$ cat config.mk
export PLATFORM = sky130hd
export DESIGN_NAME = conv_encoder
export DESIGN_NICKNAME = d
export VERILOG_FILES = /design/src/rtl/viterbi_pkg.sv /design/src/rtl/conv_enc_branch.sv /design/src/rtl/conv_encoder.sv
export SDC_FILE = /design/constraint.sdc
export NUM_CORES = 1
export LEC_CHECK = 0
export BUFFER_PORTS_ARGS = -buffer_cell sky130_fd_sc_hd__buf_4
export CAP_MARGIN = 15
export CORE_AREA = 2 2 39 41
export CTS_BUF_LIST = sky130_fd_sc_hd__clkbuf_4
export DETAILED_ROUTE_END_ITERATION = 6
export DIE_AREA = 0 0 41 43
export PLACE_DENSITY_LB_ADDON = 0.08
export SLEW_MARGIN = 40
export SYNTH_ARGS = -nofsm -noshare
export SYNTH_HDL_FRONTEND = slang
export SYNTH_SLANG_ARGS = --single-unit
$ cat constraint.sdc
create_clock -name clk -period 1.6 [get_ports clk]
set_input_delay 0.08 -clock clk [delete_from_list [all_inputs] [get_ports clk]]
set_output_delay 0.08 -clock clk [all_outputs]
set_load 0.05 [all_outputs]
$ cat src/rtl/viterbi_pkg.sv
// Shared code definitions for the K=3, rate-1/2 convolutional encoder and the Viterbi decoder.
// Constraint length, generator polynomials, trellis state width and encoder FSM encoding.
package viterbi_pkg;

    localparam int K       = 3;
    localparam int STATE_W = K - 1;
    localparam int SYM_W   = 2;

    // Generator taps over {b, d1, d2}; MSB multiplies the newest bit.
    localparam logic [K-1:0] G0 = 3'o7;
    localparam logic [K-1:0] G1 = 3'o5;

    typedef enum logic [1:0] {
        IDLE  = 2'd0,
        DATA  = 2'd1,
        FLUSH = 2'd2
    } enc_fsm_e;

    function automatic logic gen_parity(input logic [K-1:0] taps_in, input logic [K-1:0] gen);
        return ^(taps_in & gen);
    endfunction

endpackage

$ cat src/rtl/conv_enc_branch.sv
// One trellis branch: code symbol and successor state for input bit b leaving state {d1,d2}.
// Purely combinational so the decoder bench can use it as its trellis reference.
import viterbi_pkg::*;

module conv_enc_branch (
    input  logic               b,
    input  logic [STATE_W-1:0] state,
    output logic [SYM_W-1:0]   sym,
    output logic [STATE_W-1:0] next_state
);

    logic [K-1:0] shift_reg;

    always_comb begin
        shift_reg  = {b, state};
        sym        = {gen_parity(shift_reg, G0), gen_parity(shift_reg, G1)};
        next_state = shift_reg[K-1:1];
    end

endmodule

$ cat src/rtl/conv_encoder.sv
// Framed rate-1/2 K=3 convolutional encoder with a one-deep registered output and two-bit zero tail.
// Optional CONV_ENC_ERRINJ_EN adds err_mask, XORed into each symbol as it is loaded.
import viterbi_pkg::*;

module conv_encoder (
    input  logic             clk,
    input  logic             rst_n,
    input  logic             in_valid,
    output logic             in_ready,
    input  logic             in_bit,
    input  logic             in_last,
`ifdef CONV_ENC_ERRINJ_EN
    input  logic [SYM_W-1:0] err_mask,
`endif
    output logic             out_valid,
    input  logic             out_ready,
    output logic [SYM_W-1:0] out_sym,
    output logic             out_last
);

    enc_fsm_e           fsm_q, fsm_d;
    logic [STATE_W-1:0] enc_state_q, enc_state_d;
    logic               tail_idx_q, tail_idx_d;
    logic               out_valid_q, out_valid_d;
    logic [SYM_W-1:0]   out_sym_q, out_sym_d;
    logic               out_last_q, out_last_d;

    logic               can_load;
    logic               accept;
    logic               tail_load;
    logic               branch_b;
    logic [SYM_W-1:0]   branch_sym;
    logic [STATE_W-1:0] branch_next;
    logic [SYM_W-1:0]   inj_mask;

`ifdef CONV_ENC_ERRINJ_EN
    assign inj_mask = err_mask;
`else
    assign inj_mask = '0;
`endif

    // The output register can take a new symbol when empty or being drained this cycle.
    assign can_load  = !out_valid_q || out_ready;
    assign in_ready  = rst_n && (fsm_q != FLUSH) && can_load;
    assign accept    = in_valid && in_ready;
    assign tail_load = (fsm_q == FLUSH) && can_load;
    assign branch_b  = accept ? in_bit : 1'b0;

    conv_enc_branch u_branch (
        .b          (branch_b),
        .state      (enc_state_q),
        .sym        (branch_sym),
        .next_state (branch_next)
    );

    always_comb begin
        fsm_d       = fsm_q;
        enc_state_d = enc_state_q;
        tail_idx_d  = tail_idx_q;
        out_valid_d = out_valid_q;
        out_sym_d   = out_sym_q;
        out_last_d  = out_last_q;

        if (accept || tail_load) begin
            out_valid_d = 1'b1;
            out_sym_d   = branch_sym ^ inj_mask;
            out_last_d  = tail_load && tail_idx_q;
            enc_state_d = branch_next;
        end else if (out_valid_q && out_ready) begin
            out_valid_d = 1'b0;
            out_last_d  = 1'b0;
        end

        case (fsm_q)
            IDLE, DATA: begin
                if (accept) begin
                    fsm_d = in_last ? FLUSH : DATA;
                end
            end
            FLUSH: begin
                if (tail_load) begin
                    tail_idx_d = !tail_idx_q;
                    if (tail_idx_q) begin
                        fsm_d = IDLE;
                    end
                end
            end
            default: fsm_d = IDLE;
        endcase
    end

    always_ff @(posedge clk or negedge rst_n) begin
        if (!rst_n) begin
            fsm_q       <= IDLE;
            enc_state_q <= '0;
            tail_idx_q  <= 1'b0;
            out_valid_q <= 1'b0;
            out_sym_q   <= '0;
            out_last_q  <= 1'b0;
        end else begin
            fsm_q       <= fsm_d;
            enc_state_q <= enc_state_d;
            tail_idx_q  <= tail_idx_d;
            out_valid_q <= out_valid_d;
            out_sym_q   <= out_sym_d;
            out_last_q  <= out_last_d;
        end
    end

    assign out_valid = out_valid_q;
    assign out_sym   = out_sym_q;
    assign out_last  = out_last_q;

endmodule

Yosys cells after proc, flatten, opt, wreduce, memory -nomap -nowiden
Cells that the tools add are included. Widths: inputs -> output; s select.

Reductions and logical operators: 17. Multiplexer cells: 9. Equality and inequality tests: 6.

Operators by type and width (number): $mux 2 (4); $ne 2x2->1 const B (4); $logic_and 1x1->1 (6); $reduce_xor 3->1 (2); $mux 1 (4); $pmux 2 s2 (1); $reduce_and 3->1 (1); $eq 2x1->1 const B (1); $eq 2x2->1 const B (1); $logic_not 1->1 (2); $logic_not 2->1 (1); $logic_or 1x1->1 (2); $reduce_and 2->1 (1); $reduce_bool 2->1 (1); $reduce_or 2->1 (1).

Output and inout bits: 5. Flip-flop bits (word level): 9.

Depth between registers and ports, before layout
Gate-level depths: netlist of run 1.

Word-level depth: 6. Gate-level depth with buffers: 4. Gate-level depth less buffers: 4.

Cells and area by module
Synthesis of run 1 repeated with hierarchy kept, for this count alone.

Cell total of the unflattened synthesis: 36. Area total of the unflattened synthesis: 478.0 µm².

By module, submodules not included: conv_encoder (seq. area each 225.2 µm², cells each 32, times used 1, area an instance 430.4 µm²); conv_enc_branch (seq. area each 0.0 µm², cells each 4, times used 1, area an instance 47.5 µm²).

Worst setup path before layout of run 1
Ideal clock, no wire load.

Kind: register -> register. Start: register out_valid_q, in the netlist out_valid. End: register fsm_q[1]. Arrival time: 1.239 ns. Path slack: 0.241 ns. Stages on the path, launching flop included: 4. Cells stage by stage: dfrtp_1 > nand2b_4 > and3_2 > a31o_2.

Longest elaborated chain between the ends: 6.

Ends and longest elaborated chain: start, declared (RTL line conv_encoder.sv:24) `logic out_valid_q, out_valid_d;`; start signal, assigned (RTL line conv_encoder.sv:104) `out_valid_q <= out_valid_d;`; $logic_not 1->1 * (RTL line conv_encoder.sv:43) `assign can_load = !out_valid_q || out_ready;`; $logic_or 1x1->1 * (RTL line conv_encoder.sv:43); $logic_and 1x1->1 (RTL line conv_encoder.sv:44) `assign in_ready = rst_n && (fsm_q != FLUSH) && can_load;`; $logic_and 1x1->1 (RTL line conv_encoder.sv:45) `assign accept = in_valid && in_ready;`; $ne 2x2->1 (no source line); $reduce_and 3->1 (no source line) *; end signal, assigned (RTL line conv_encoder.sv:101) `fsm_q <= fsm_d;`; end, declared (RTL line conv_encoder.sv:21) `enc_fsm_e fsm_q, fsm_d;`.

Mark *: on every way between the ends. The rest lies on a longest branch, timed or not. A chain may end at the register's enable or synchronous reset.

Worst setup path after layout of run 1
Start: input rst_n. End: register enc_state_q[0].

Longest elaborated chain between the ends: 4.

Ends and longest elaborated chain: start, declared (RTL line conv_encoder.sv:7) `input logic rst_n,`; $logic_and 1x1->1 (2 in series) (RTL line conv_encoder.sv:44); $logic_and 1x1->1 (RTL line conv_encoder.sv:45); $logic_or 1x1->1 (RTL line conv_encoder.sv:64) `if (accept || tail_load) begin`; end signal, assigned (RTL line conv_encoder.sv:102) `enc_state_q <= enc_state_d;`; end, declared (RTL line conv_encoder.sv:22) `logic [STATE_W-1:0] enc_state_q, enc_state_d;`.

No other way between the ends.

==> impl_metrics.csv, run 1 <==
group,metric,value,unit
run_status,status,"finished, final reports clean",
layout,final_cells,71,
logic_synthesis,netlist_top_cells_area,"dfrtp_1, xnor2_1, nand2_1",
placement,pre_cts_ws,0.356,ns
worst_setup_path,cp-end-kind,"flip-flop",
logic_synthesis,synth_cell_types,22,
route,viasPerCell,4.68,
route,routed_wl,819,µm
flow_run,cap_violations,0,
clocking,cts.sinks,9,
sta,rsz0062_at_grt,"no",
layout,final_nets,62,
power,total_leakage_power,0.282,nW
die,die_h,43,µm
worst_setup_path,setup.worst_path.start_class,"primary input",
grt,use_met3,4.71,%
die,die-area,1760,µm²
clocking,clk_latency,0.26,ns
placement,place.gp.congestion,0.643,
grt,gr-usage-met1,15.4,%
layout,diodes,0,
logic_synthesis,synth.most_common_cell,"dfrtp_1",
worst_setup_path,path_class,"primary input to flip-flop",
logic_synthesis,ys.flop_type,"dfrtp_1",
power,vdd_ir_drop_max,0.869,mV
grt,first_global_vias,335,
logic_synthesis,synth_edf_count,0,
route,drc,0,
logic_synthesis,async_flop_share,100,%
layout,final_layout_size_suffix_gt1_share,41.8,%
sta,fmax,704,MHz
placement,dpl_cell_area,548,µm²
power,total_power,1.12,mW
placement,dp_hpwl,647,µm
route,drt_first_iter_violations,4,
layout,final_area,588,µm²
clocking,cts_buffer_depth,2,
sta,tns,0,ns
sta,hold_viol,0,
logic_synthesis,yosysWarnings,0,
sta,fin_crit_sh,88.8,%
grt,use_met2,17.2,%
grt,overflow,0,
clocking,cts_resized,0,
sta,drv_slew,0,
logic_synthesis,syn_avg_cell_area,11.3,µm²
die,rows,14,
clocking,clockRootBuffer,"clkbuf_4",
power,power_density,1910,nW/µm²
layout,area_growth,29.8,%
clocking,cts_buffers,3,
route,vias,332,
placement,port_buffers,10,
route,avgRoutedWirePerCell,11.5,µm
die,die_w,41,µm
grt,grt_max_degree,12,
worst_setup_path,crit_arrival,1.56,ns
hold_path,hp-class,"primary input to flip-flop",
logic_synthesis,syn_inst,40,
sta,holdWs,0.0604,ns
clocking,clkTransAtPathRegs,0.06,ns
sta,clock-skew-final,0.00841,ns
die,coreArea,1380,µm²
die,start_util,32.7,%
sta,slew-limit-headroom,84.2,%
worst_setup_path,crit_fanout,11,
die,io_pins,11,
sta,min_period,1.42,ns
sta,tightest_slew,0.236,ns
route,ant_nets,0,
clocking,cts_tree,"done",
route,drtPass1Iterations,4,
placement,dp.cells,66,
logic_synthesis,yosys.area.top_type,"dfrtp_1",
clocking,htree_levels,1,
layout,fill_cells,147,
logic_synthesis,syn_area,453,µm²
logic_synthesis,yosysSeqAreaShare,49.7,%
grt,track_usage,12.7,%
logic_synthesis,synth_fp_nets,46,
grt,antenna_found_initial,0,
layout,fin_util,42.5,%
logic_synthesis,synth_seq_cells,9,
grt,gr-max-usage-layer,"met2",
sta,setup_ws,0.179,ns
logic_synthesis,post-synth-top-area-fraction,49.7,%
sta,setup_violations,0,
worst_setup_path,cp.required,1.74,ns
logic_synthesis,synthTopCellsByCount,"dfrtp_1, nand2_1, xnor2_1",
grt,grt_pass1_wl,1410,µm
==> metal layers <==
| metal | vias up | wire length (µm) |
|---|---|---|
| met5 | - | 0 |
| met3 | 2 | 26 |
| met1 | 162 | 331 |
| met2 | 3 | 453 |
| li1 | 165 | - |
| met4 | 0 | 8 |
==> sequential cells by signal, summed over array words and instances (netlist names) <==
name,flops
out_valid,1
fsm_q,2
out_last,1
enc_state_q,2
out_sym,2
tail_idx_q,1
==> worst paths after layout <==
check / from / to / slack [ns] / cells past startpoint
worst max-delay path: rst_n / enc_state_q[0]$_DFFE_PN0P_ / 0.18 / 5
min in group asynchronous: rst_n / fsm_q[1]$_DFFE_PN0P_ / 0.18 / 2
worst min-delay path: in_last / fsm_q[1]$_DFFE_PN0P_ / 0.06 / 2
worst min register to register: fsm_q[1]$_DFFE_PN0P_ / fsm_q[0]$_DFFE_PN0P_ / 0.49 / 1
worst max register to register: fsm_q[1]$_DFFE_PN0P_ / enc_state_q[0]$_DFFE_PN0P_ / 0.35 / 3
max in group asynchronous: rst_n / out_last$_DFFE_PN0P_ / 1.27 / 2
==> cell type report <==
type | instances | area [µm²] | share of cell area (%)
inverters | 2 | 7.51 | 1.28
flip-flops and latches | 9 | 225 | 38.3
multi-input cells | 29 | 220 | 37.4
clock buffers | 4 | 30.0 | 5.11
repair buffers | 11 | 85.1 | 14.5
well taps | 16 | 20.0 | 3.40
==> worst max-delay path: stages <==
cell,delay [ns]
dlygate4sd3_1,0.53
buf_4,0.18
and2_2,0.21
o21ai_4,0.23
mux2_4,0.32
==> placed cells by master (no fill, tap or decap), drive strengths merged <==
master,instances
a31oi,1
clkbuf,4
dlygate4sd3,1
a22oi,1
nor2,1
buf,10
dfrtp,9
and2,1
nand2,6
nand2b,2
mux2,1
inv,2
nor2b,2
mux2i,1
nand4,1
o21ai,3
a21oi,2
xor2,1
a31o,1
xnor2,3
and3,2
==> what timing repair did <==
| action | 4_1_cts | 5_1_grt |
|---|---|---|
| endpoints found under the hold margin | 9 | 0 |
| hold buffers | 1 | 0 |
| buffers inserted | 0 | 0 |
==> cell families (layout without fill, tap and decap cells) <==
group | Yosys count | count (layout) | share of synthesized area [%]
AOI/OAI and AO/OA | 8 | 8 | 13.0
xor gates and xnor gates | 4 | 4 | 7.74
buffers and inverters | 2 | 17 | 1.66
DFF | 9 | 9 | 49.7
muxes | 2 | 2 | 5.52
and+or+nand+nor | 15 | 15 | 22.4
==> report_power, final <==
part,internal [mW],switching (mW),total [mW]
combinational,0.215,0.305,0.520
clock,0.113,0.0766,0.189
sequential,0.324,0.0919,0.415
Power figures use the tool's default switching activity.
==> run 2, diff against run 1 <==
- SYNTH_HIERARCHICAL: default -> 1
==> run 2 against run 1 <==
Clock skew is 0.0051 ns lower. Cell count is 4.2% lower. Wire length is 1.1% higher. Sequential share of layout area is 2.6 points lower. Sequential power is 11% lower. Register-to-register slack worse by 0.22 ns. Highest routed layer is now met3. Worst hold slack better by 0.097 ns. Critical path depth is 2 higher. Largest power group unchanged.
==> impl_metrics.csv, run 2 <==
group,metric,value,unit
layout,final_nets,59,
layout,final_layout_size_suffix_gt1_share,57.7,%
route,ant_nets,0,
sta,setup_ws,0.0936,ns
clocking,post_cts_buffers,0,
logic_synthesis,ys.flop_type,"dfrtp_1",
worst_setup_path,crit_fanout,11,
route,viasPerCell,4.76,
clocking,clk_latency,0.25,ns
logic_synthesis,syn_area,478,µm²
route,routed_wl,828,µm
route,avgRoutedWirePerCell,12.2,µm
logic_synthesis,synth_edf_count,0,
layout,layout_common_cells,"buf_4, dfrtp_1, mux2_4, clkbuf_4",
flow_run,cap_violations,0,
power,vdd_ir_drop_max,0.717,mV
worst_setup_path,path_cells,"dlygate4sd3_1 -> buf_6 -> and2_1 -> and3_4 -> buf_4 -> xor2_1 -> mux2_4",
layout,final_cells,68,
route,drc,0,
die,die_w,41,µm
worst_setup_path,setup.worst_path.start_class,"primary input",
layout,fill_cells,129,
die,rows,14,
sta,setup_violations,0,
placement,dp.cells,63,
die,coreArea,1380,µm²
sta,min_period,1.51,ns
worst_setup_path,timing.critical_path.buf_inv,3,
sta,rsz0062_at_grt,"no",
logic_synthesis,netlist_top_cells_area,"dfrtp_1, mux2_4, xor3_1",
grt,grt_pass1_wl,1390,µm
route,drt_first_iter_violations,4,
grt,track_usage,12.0,%
logic_synthesis,synth_cell_types,20,
logic_synthesis,yosys.area.top_type,"dfrtp_1",
power,power_density,1550,nW/µm²
sta,fmax,664,MHz
clocking,clkTransAtPathRegs,0.06,ns
sta,clock-skew-final,0.00330,ns
route,vias,324,
worst_setup_path,crit_path_max_incr_delay,0.55,ns
grt,grt_max_degree,12,
die,start_util,34.5,%
logic_synthesis,synth_seq_cells,9,
clocking,htree_levels,1,
logic_synthesis,synthTopCellsByCount,"dfrtp_1, mux2_4, a21oi_1",
layout,fin_util,45.8,%
worst_setup_path,cp.required,1.74,ns
run_status,status,"finished, final reports clean",
worst_setup_path,path_class,"primary input to flip-flop",
power,total_leakage_power,0.327,nW
logic_synthesis,post-synth-top-area-fraction,47.1,%
logic_synthesis,yosysWarnings,6,
clocking,cts_buffer_depth,2,
worst_setup_path,crit_path_top_delay_cell,"dlygate4sd3_1",
grt,overflow,0,
sta,tns,0,ns
logic_synthesis,synth_fp_nets,42,
die,io_pins,11,
clocking,clockRootBuffer,"clkbuf_4",
worst_setup_path,crit_family,"buffers and inverters",
grt,antenna_found_initial,0,
worst_setup_path,crit_arrival,1.65,ns
placement,pre_cts_ws,0.0868,ns
hold_path,hp-class,"primary input to flip-flop",
sta,holdWs,0.157,ns
placement,dp_hpwl,658,µm
power,total_power,0.986,mW
layout,area_growth,32.7,%
clocking,cts.sinks,9,
sta,drv_slew,0,
die,die-area,1760,µm²
logic_synthesis,yosysSeqAreaShare,47.1,%
clocking,cts_buffers,3,
die,die_h,43,µm
sta,tightest_slew,0.201,ns
worst_setup_path,cp-end-kind,"flip-flop",
sta,slew-limit-headroom,86.5,%
logic_synthesis,async_flop_share,100,%
route,drtPass1Iterations,3,
placement,place.gp.congestion,0.606,
placement,port_buffers,10,
logic_synthesis,syn_avg_cell_area,13.3,µm²
sta,fin_crit_sh,94.2,%
layout,layout_commonest_cell,"buf_4",
grt,first_global_vias,329,
placement,dpl_cell_area,582,µm²
logic_synthesis,syn_inst,36,
logic_synthesis,synth.most_common_cell,"dfrtp_1",
layout,diodes,0,
sta,hold_viol,0,
layout,final_area,634,µm²
clocking,cts_tree,"done",
==> run 2: changes by cell type after synthesis, moves of 2 or more <==
cell	change
xnor2_1	-2
and2_1	+2
nand2_1	-5
mux2_4	+3
buf_4	+2
==> run 2: cell families after synthesis <==
family,after synthesis,synth area share [%]
flops,9,47.1
compound gates,6,9.42
mux,5,14.9
xor+xnor,3,8.64
buf+inv,3,3.93
simple gates,10,16.0
==> run 2: area by class of cell <==
| class | instances | area [µm²] | share of cell area [%] |
|---|---|---|---|
| clock buffer | 4 | 30.0 | 4.73 |
| inverter | 1 | 3.75 | 0.592 |
| multi-input combinational | 24 | 243 | 38.3 |
| sequential | 9 | 226 | 35.7 |
| tap | 16 | 20.0 | 3.16 |
| timing repair buffer | 14 | 111 | 17.6 |
==> run 2: worst paths after layout <==
check	startpoint	endpoint	slack [ns]	depth (start not counted)
setup / recovery	rst_n	out_sym[0]$_DFFE_PN0P_	0.09	7
max in group asynchronous	rst_n	out_valid$_DFFE_PN0P_	1.28	2
setup reg to reg	fsm_q[1]$_DFFE_PN0P_	out_sym[1]$_DFFE_PN0P_	0.13	5
hold / removal	in_last	fsm_q[0]$_DFFE_PN0P_	0.16	3
hold reg to reg	fsm_q[1]$_DFFE_PN0P_	fsm_q[0]$_DFFE_PN0P_	0.49	1
min in group asynchronous	rst_n	tail_idx_q$_DFFE_PN0P_	0.18	2
==> run 2: repair_timing <==
item                                    4_1_cts  5_1_grt
endpoints found under the hold margin         9        0
hold buffers                                  1        0
gates resized for setup                       0        3
endpoints found under the setup margin        0        2
==> run 2: report_power, final <==
part           internal, mW  total (mW)  switching, mW  leakage, nW
Clock                 0.113       0.185         0.0721       0.0184
Combinational         0.207       0.433          0.226        0.193
Sequential            0.302       0.368         0.0659        0.116
==> run 2: per-layer routing <==
| layer | vias to the layer above | part of all wire, % | track usage [%] |
|---|---|---|---|
| met3 | 0 | 4.6 | 3.14 |
| met5 | - | 0 | 0 |
| li1 | 156 | - | - |
| met4 | 0 | 0 | 8.00 |
| met1 | 163 | 37 | 13.8 |
| met2 | 5 | 58 | 18.4 |
==> run 2: tightest hold or removal path: stages <==
cell and delay, ns:
buf_4 0.07, and3_2 0.16, nor3_1 0.05
==> run 3, diff against run 2 <==
- GPL_TIMING_DRIVEN: default -> 0
- PLACE_DENSITY_LB_ADDON: 0.08 -> default
- REMOVE_ABC_BUFFERS: default -> 1
==> run 3 against run 2 <==
Via count decreased by 8.6%. Highest routed layer unchanged. Combinational power decreased by 4%. Cell count decreased by 4.4%. Critical path type is now flip-flop to flip-flop. Register-to-register slack got worse by 0.03 ns. Final area decreased by 4.3%.
==> impl_metrics.csv, run 3 (synthesis gave the netlist of run 2 again) <==
group,metric,value,unit
layout,fill_cells,142,
route,drtPass1Iterations,3,
clocking,cts_buffers,3,
grt,antenna_found_initial,0,
worst_setup_path,r2r_start,"fsm_q[1]$_DFFE_PN0P_",
grt,grt_max_degree,10,
power,power_density,1610,nW/µm²
route,ant_nets,0,
sta,slew-limit-headroom,69.8,%
grt,overflow,0,
route,avgRoutedWirePerCell,12.7,µm
layout,area_growth,27.0,%
placement,dp_hpwl,569,µm
die,rows,14,
power,total_leakage_power,0.311,nW
die,die-area,1760,µm²
worst_setup_path,cp-end-kind,"flip-flop",
worst_setup_path,cp.required,1.75,ns
clocking,cts_buffer_depth,2,
sta,tightest_slew,0.451,ns
placement,place.gp.congestion,0.602,
grt,grt_pass1_wl,1350,µm
worst_setup_path,crit_arrival,1.66,ns
layout,diodes,0,
die,die_h,43,µm
route,drc,0,
worst_setup_path,path_class,"flip-flop to flip-flop",
placement,port_buffers,10,
power,vdd_ir_drop_max,0.538,mV
layout,final_cells,65,
clocking,post_cts_buffers,0,
grt,track_usage,12.3,%
worst_setup_path,setup.worst_path.start,"fsm_q[1]$_DFFE_PN0P_",
sta,drv_slew,0,
placement,dp.cells,60,
clocking,htree_levels,1,
hold_path,hp-class,"primary input to flip-flop",
sta,clock-skew-final,0.00578,ns
sta,hold_viol,0,
sta,min_period,1.50,ns
die,start_util,34.5,%
route,vias,296,
sta,rsz0062_at_grt,"no",
route,viasPerCell,4.55,
run_status,status,"finished, final reports clean",
route,drt_first_iter_violations,1,
die,die_w,41,µm
worst_setup_path,crit_fanout,5,
clocking,cts.sinks,9,
clocking,clk_latency,0.26,ns
hold_path,min_from,"in_last",
route,routed_wl,827,µm
flow_run,cap_violations,0,
layout,final_nets,56,
layout,layout_common_cells,"buf_4, dfrtp_1, mux2_4, clkbuf_4",
die,coreArea,1380,µm²
sta,fin_crit_sh,94.0,%
layout,final_area,607,µm²
layout,final_layout_size_suffix_gt1_share,53.1,%
worst_setup_path,setup.worst_path.start_class,"flip-flop",
sta,setup_violations,0,
clocking,clockRootBuffer,"clkbuf_4",
clocking,cts_tree,"done",
sta,fmax,665,MHz
die,io_pins,11,
layout,layout_commonest_cell,"buf_4",
clocking,clkTransAtPathRegs,0.07,ns
layout,fin_util,43.9,%
placement,dpl_cell_area,558,µm²
grt,first_global_vias,312,
-- run 3: final timing paths --
path                       slack, ns                      to  depth (start not counted)
min reg2reg                     0.48    fsm_q[0]$_DFFE_PN0P_                          1
min                             0.14    fsm_q[0]$_DFFE_PN0P_                          3
min in group asynchronous       0.30  tail_idx_q$_DFFE_PN0P_                          2
max                              0.1  out_sym[1]$_DFFE_PN0P_                          5
max reg2reg                      0.1  out_sym[1]$_DFFE_PN0P_                          5
max in group asynchronous       0.99    fsm_q[0]$_DFFE_PN0P_                          2
-- run 3: layout make-up --
cell class	instances	area, µm²	area share [%]
multi-input combinational	24	243	40.0
sequential	9	225	37.1
timing repair buffer	11	85.1	14.0
clock buffer	4	30.0	4.95
tap	16	20.0	3.30
inverter	1	3.75	0.619
-- run 3: what timing repair did --
action / in CTS / in global routing
endpoints found under the setup margin: 1 / 1
gates resized for setup: 1 / 1
hold buffers: 1 / 0
endpoints found under the hold margin: 9 / 0
-- run 3: report_power, final --
group	total, mW	switching [mW]	internal [mW]
registers	0.366	0.0657	0.300
logic	0.416	0.221	0.195
clock network	0.197	0.0838	0.113
total	0.979	0.370	0.608
-- run 3: layer usage --
| layer | global-route usage (%) | share of wire, % | vias to the layer above |
|---|---|---|---|
| met3 | 3.14 | 5.0 | 0 |
| met1 | 16.8 | 49 | 141 |
| met5 | 0 | 0 | - |
| met2 | 14.7 | 46 | 7 |
| met4 | 12.0 | 0 | 0 |
| li1 | - | - | 148 |
-- run 3: critical path: stages, from the launching register on --
cell and delay, ns:
dfrtp_1 0.40, nor2b_4 0.15, a21oi_2 0.15, and3_4 0.22, xor3_1 0.21, mux2_4 0.26
-- run 3: per-stage QoR --
stage	setup TNS (ns)	power (mW)	hold slack, ns	setup WS, ns
finish	0	0.979	0.143	0.0968
global route	0	1.04	0.145	0.0273
CTS	0	0.993	0.134	0.0146
detailed placement	0	0.782	-0.0818	0.000637
global placement	0	0.776	-0.0841	0.0000749
floorplan	-0.0545	0.673	-0.216	-0.0545
